==> config.mk <==
export PLATFORM = sky130hd
export DESIGN_NAME = mod_updown_counter
export DESIGN_NICKNAME = d
export VERILOG_FILES = /design/src/rtl/mod_updown_counter.sv
export SDC_FILE = /design/constraint.sdc
export NUM_CORES = 1
export LEC_CHECK = 0
export BUFFER_PORTS_ARGS = -buffer_cell sky130_fd_sc_hd__buf_2
export CORE_MARGIN = 2
export CORE_UTILIZATION = 40
export CTS_CLUSTER_DIAMETER = 120
export DETAILED_ROUTE_END_ITERATION = 6
export GPL_TIMING_DRIVEN = 1
export PLACE_DENSITY = 0.56
export SLEW_MARGIN = 5
export SYNTH_ARGS = -nofsm -noshare
export SYNTH_HDL_FRONTEND = slang
export SYNTH_SLANG_ARGS = --single-unit
==> constraint.sdc <==
create_clock -name clk -period 11.9 [get_ports clk]
set_clock_uncertainty 0.15 [all_clocks]
set_input_delay 1.19 -clock clk [delete_from_list [all_inputs] [get_ports clk]]
set_output_delay 1.19 -clock clk [all_outputs]
set_load 0.02 [all_outputs]
==> src/rtl/mod_updown_counter.sv <==
// Up/down counter with runtime limit, parallel load, and three terminal modes.
// The modes are wrap, saturate and one-shot. The terminal-count pulse and the
// one-shot done flag are registered, so every output comes straight from a flop.
module mod_updown_counter #(
   parameter int WIDTH = 32
) (
   input  logic             clk,
   input  logic             rst,
   input  logic             en,
   input  logic             up,
   input  logic             load,
   input  logic [WIDTH-1:0] load_val,
   input  logic [WIDTH-1:0] limit,
   input  logic [1:0]       mode,
   output logic [WIDTH-1:0] count,
   output logic             tc,
   output logic             done
);

   localparam logic [1:0] MODE_WRAP    = 2'b00;
   localparam logic [1:0] MODE_SAT     = 2'b01;
   localparam logic [1:0] MODE_ONESHOT = 2'b10;

   logic [WIDTH-1:0] count_q, count_d;
   logic             tc_q, tc_d;
   logic             done_q, done_d;

   logic [WIDTH-1:0] step_val;
   logic [WIDTH-1:0] term_val;
   logic             wrapped;
   logic             hit;
   logic             wrap_mode;

   // Mode 11 is reserved and behaves exactly like wrap.
   assign wrap_mode = (mode != MODE_SAT) && (mode != MODE_ONESHOT);

   // Value one enabled step would produce, ignoring load and done gating.
   always_comb begin
      step_val = count_q;
      wrapped  = 1'b0;
      if (up) begin
         if (count_q < limit) begin
            step_val = count_q + 1'b1;
         end else if (wrap_mode) begin
            step_val = '0;
            wrapped  = 1'b1;
         end else begin
            // Saturate and one-shot both clamp. This also pulls count back
            // into range when limit has been lowered below it.
            step_val = limit;
         end
      end else begin
         if (count_q > limit) begin
            step_val = limit;
         end else if (count_q != '0) begin
            step_val = count_q - 1'b1;
         end else if (wrap_mode) begin
            step_val = limit;
            wrapped  = 1'b1;
         end else begin
            step_val = '0;
         end
      end
   end

   // Terminal pulse: the step lands on the terminal value, either by moving
   // there or by wrapping back onto it. The second case only arises with limit = 0.
   assign term_val = up ? limit : '0;
   assign hit      = (step_val == term_val) && ((step_val != count_q) || wrapped);

   // Next-state selection with load taking priority over the enabled step.
   always_comb begin
      count_d = count_q;
      tc_d    = 1'b0;
      done_d  = done_q;
      if (mode != MODE_ONESHOT) begin
         done_d = 1'b0;
      end
      if (load) begin
         count_d = (load_val <= limit) ? load_val : limit;
         done_d  = 1'b0;
      end else if (en && !done_q) begin
         count_d = step_val;
         tc_d    = hit;
         if (hit && (mode == MODE_ONESHOT)) begin
            done_d = 1'b1;
         end
      end
   end

   // State registers with synchronous reset.
   always_ff @(posedge clk) begin
      if (rst) begin
         count_q <= '0;
         tc_q    <= 1'b0;
         done_q  <= 1'b0;
      end else begin
         count_q <= count_d;
         tc_q    <= tc_d;
         done_q  <= done_d;
      end
   end

   assign count = count_q;
   assign tc    = tc_q;
   assign done  = done_q;

endmodule
==> flow_metrics.py <==
metrics = {
    "setup_path": {
        "cp.required_ps": 11930,
        "critPathLaunchType": "input port",
        "worst-setup-path-type": "in2reg",
        "cp_max_fo": 25,
        "critPathArrivalTime_ps": 6650,
        "end_kind": "flop",
    },
    "layout": {
        "diodes": 0,
        "syn2layout_area_growth_pct": 10.5,
        "multi_input_area_um2": 6310,
        "final_nets": 1260,
        "ff_latch_area_um2": 681,
        "final_common_cell": "buf_2",
        "nFillCells": 1986,
        "final_cells": 1356,
        "design_area_um2": 8400,
        "drive_gt1_share_pct": 15.6,
        "final_cell_mix": "buf_2, nand2_1, nor2_1",
    },
    "yosys": {
        "synth-seq-cells": 34,
        "netlist_area_um2": 7600,
        "syn_inst": 1075,
        "syn_avg_cell_area_um2": 7.07,
        "synthDistinctLibCells": 83,
        "ys_top_cells_by_area": "ha_1, dfxtp_1, a211oi_1",
        "synth_ff_type": "dfxtp_1",
        "synth_top_area_cell": "ha_1",
        "synth_fp_nets": 1214,
        "ys_warn_count": 0,
        "synth_top_area_share_pct": 11.2,
        "synth_edf_count": 0,
        "async_reset_ff_share_pct": 0,
        "synth_seq_area_share_pct": 8.95,
    },
    "clock_tree": {
        "cts_setup_buffers": 0,
        "clkTransAtPathRegs_ps": 60,
        "hold_buffers": 0,
        "htreeDepth": 2,
        "root_buffer": "clkbuf_16",
        "clk_path_buf_depth": 2,
        "clock_latency_ps": 310,
        "cts_buffers": 5,
        "ctsResizeCount": 0,
        "clkSinkCount": 34,
        "cts_tree": "yes",
    },
    "sta": {
        "max_freq_mhz": 151,
        "fin_crit_sh_pct": 55.6,
        "slew_headroom_pct": 20.7,
        "slew_viol_final": 0,
        "finalSetupViolCount": 0,
        "post-route-min-period_ps": 6610,
        "rsz0062_at_grt": "no",
        "fin_tns_setup_ps": 0,
        "hold_violations": 0,
        "worst_slew_pin_slew_ps": 1190,
    },
    "flow_run": {
        "cap_violations": 0,
    },
    "global_routing": {
        "grt_pass1_vias": 9072,
        "grt_max_degree": 68,
        "grt_pass1_wl_um": 61900,
        "grt-ovfl-total": 0,
        "antenna_found_initial": 0,
        "grt_use_total_pct": 41.9,
    },
    "detailed_routing": {
        "drtPass1Iterations": 7,
        "route.detailed.drc": 15,
        "vias": 9856,
        "wl_um": 42800,
        "drtIter0Drc": 1497,
        "viasPerCell": 7.27,
        "wl_per_cell_um": 31.5,
        "ant_nets": 0,
    },
    "die": {
        "dieArea_um2": 20100,
        "io_pins": 105,
        "start_util_pct": 40.6,
        "fp.dieW_um": 142,
        "core-area_um2": 18700,
        "rows": 50,
        "chipHeight_um": 142,
    },
    "power": {
        "peakVddDrop_v": 0.0000567,
        "power_uw": 821,
        "power_density_nw_per_um2": 97.7,
        "leakage_nw": 3.41,
    },
    "placement": {
        "post_dp_cell_area_um2": 8260,
        "place_congestion": 1.15,
        "portBuffers": 104,
        "hpwl_um": 32200,
        "dp.cells": 1348,
    },
    "outcome": {
        "violations": "design-rule violations",
        "status": "finished with violations",
    },
    "min_path": {
        "hold_class": "reg2reg",
    },
}
cells by family (layout without fill, tap and decap cells):
family	count (synthesis)	in the layout	synth area share (%)
AO/OA/AOI/OAI	365	365	34.7
XOR/XNOR	71	71	8.18
adder cells (fa/ha/maj)	68	68	11.2
buffers and inverters	149	196	8.06
flip-flops	34	34	8.95
multiplexers	36	36	4.87
AND/OR/NAND/NOR	352	352	24.1
registers in the layout, summed over array words and instances, names as in the netlist:
register and count:
tc 1, done 1, count 32
where the power goes:
group	internal (mW)	switching [mW]
clock	0.0835	0.0642
combinational	0.174	0.342
sequential	0.124	0.0335
path summary, 6_finish.rpt:
kind               end  slack, ps  startpoint  depth (start not counted)
hold reg to reg   done        340        done                          2
hold / removal    done        340        done                          2
setup reg to reg  done       5760   count[25]                         13
setup / recovery  done       5290   limit[29]                         15
metrics by stage:
step / setup slack, ps / hold slack [ps] / util [%]
floorplan: 6760 / 402 / -
global placement: 5350 / 331 / 44.1
detailed placement: 5310 / 334 / 44.1
CTS: 5620 / 344 / 44.9
global route: 4980 / 381 / 44.9
finish: 5290 / 343 / 44.9
routing by layer:
metal  vias up  part of all wire (%)  GRT usage [%]
met5         -                     0              0
li1       4246                     -              -
met4         0                   7.7           25.1
met3       196                    11           9.04
met1      4630                    39           52.7
met2       784                    43           65.8
layout make-up:
type | count | area share (%)
multi-input cells | 892 | 75.1
inverters | 48 | 2.14
repair buffers | 140 | 9.41
flip-flops and latches | 34 | 8.10
clock inverters | 1 | 0.0596
clock buffers | 7 | 1.70
well taps | 234 | 3.48
critical path, cell delays in order:
cell,delay (ps)
buf_2,180
inv_1,90
ha_1,300
nand4_1,190
nor4_1,890
nand2_1,200
o21ai_0,320
nand3_1,630
buf_4,440
o2bb2ai_1,160
a21boi_0,750
xnor2_1,120
or4_1,480
o41ai_2,540
a21oi_1,120
synth_stat cells, drive strengths merged (7+ instances only):
| cell type | n |
|---|---|
| inv | 47 |
| nand3 | 28 |
| a21oi | 65 |
| a22oi | 9 |
| and3 | 8 |
| xnor2 | 46 |
| dfxtp | 34 |
| or4 | 9 |
| o21ai | 42 |
| nor3 | 39 |
| o21a | 12 |
| and4 | 11 |
| a311oi | 8 |
| nor2 | 75 |
| nand2 | 79 |
| a31oi | 8 |
| a211oi | 66 |
| nor4 | 22 |
| a221o | 7 |
| o31ai | 12 |
| a2111oi | 7 |
| ha | 68 |
| nand4 | 31 |
| buf | 21 |
| xor2 | 25 |
| a21o | 15 |
| o211ai | 11 |
| mux2i | 28 |
| clkbuf | 80 |
| a32oi | 7 |
| o22ai | 11 |
| o221ai | 7 |
| nor2b | 12 |
| mux2 | 8 |
| nand2b | 12 |
| a221oi | 18 |
No activity file was read; power rests on OpenSTA's default activity.
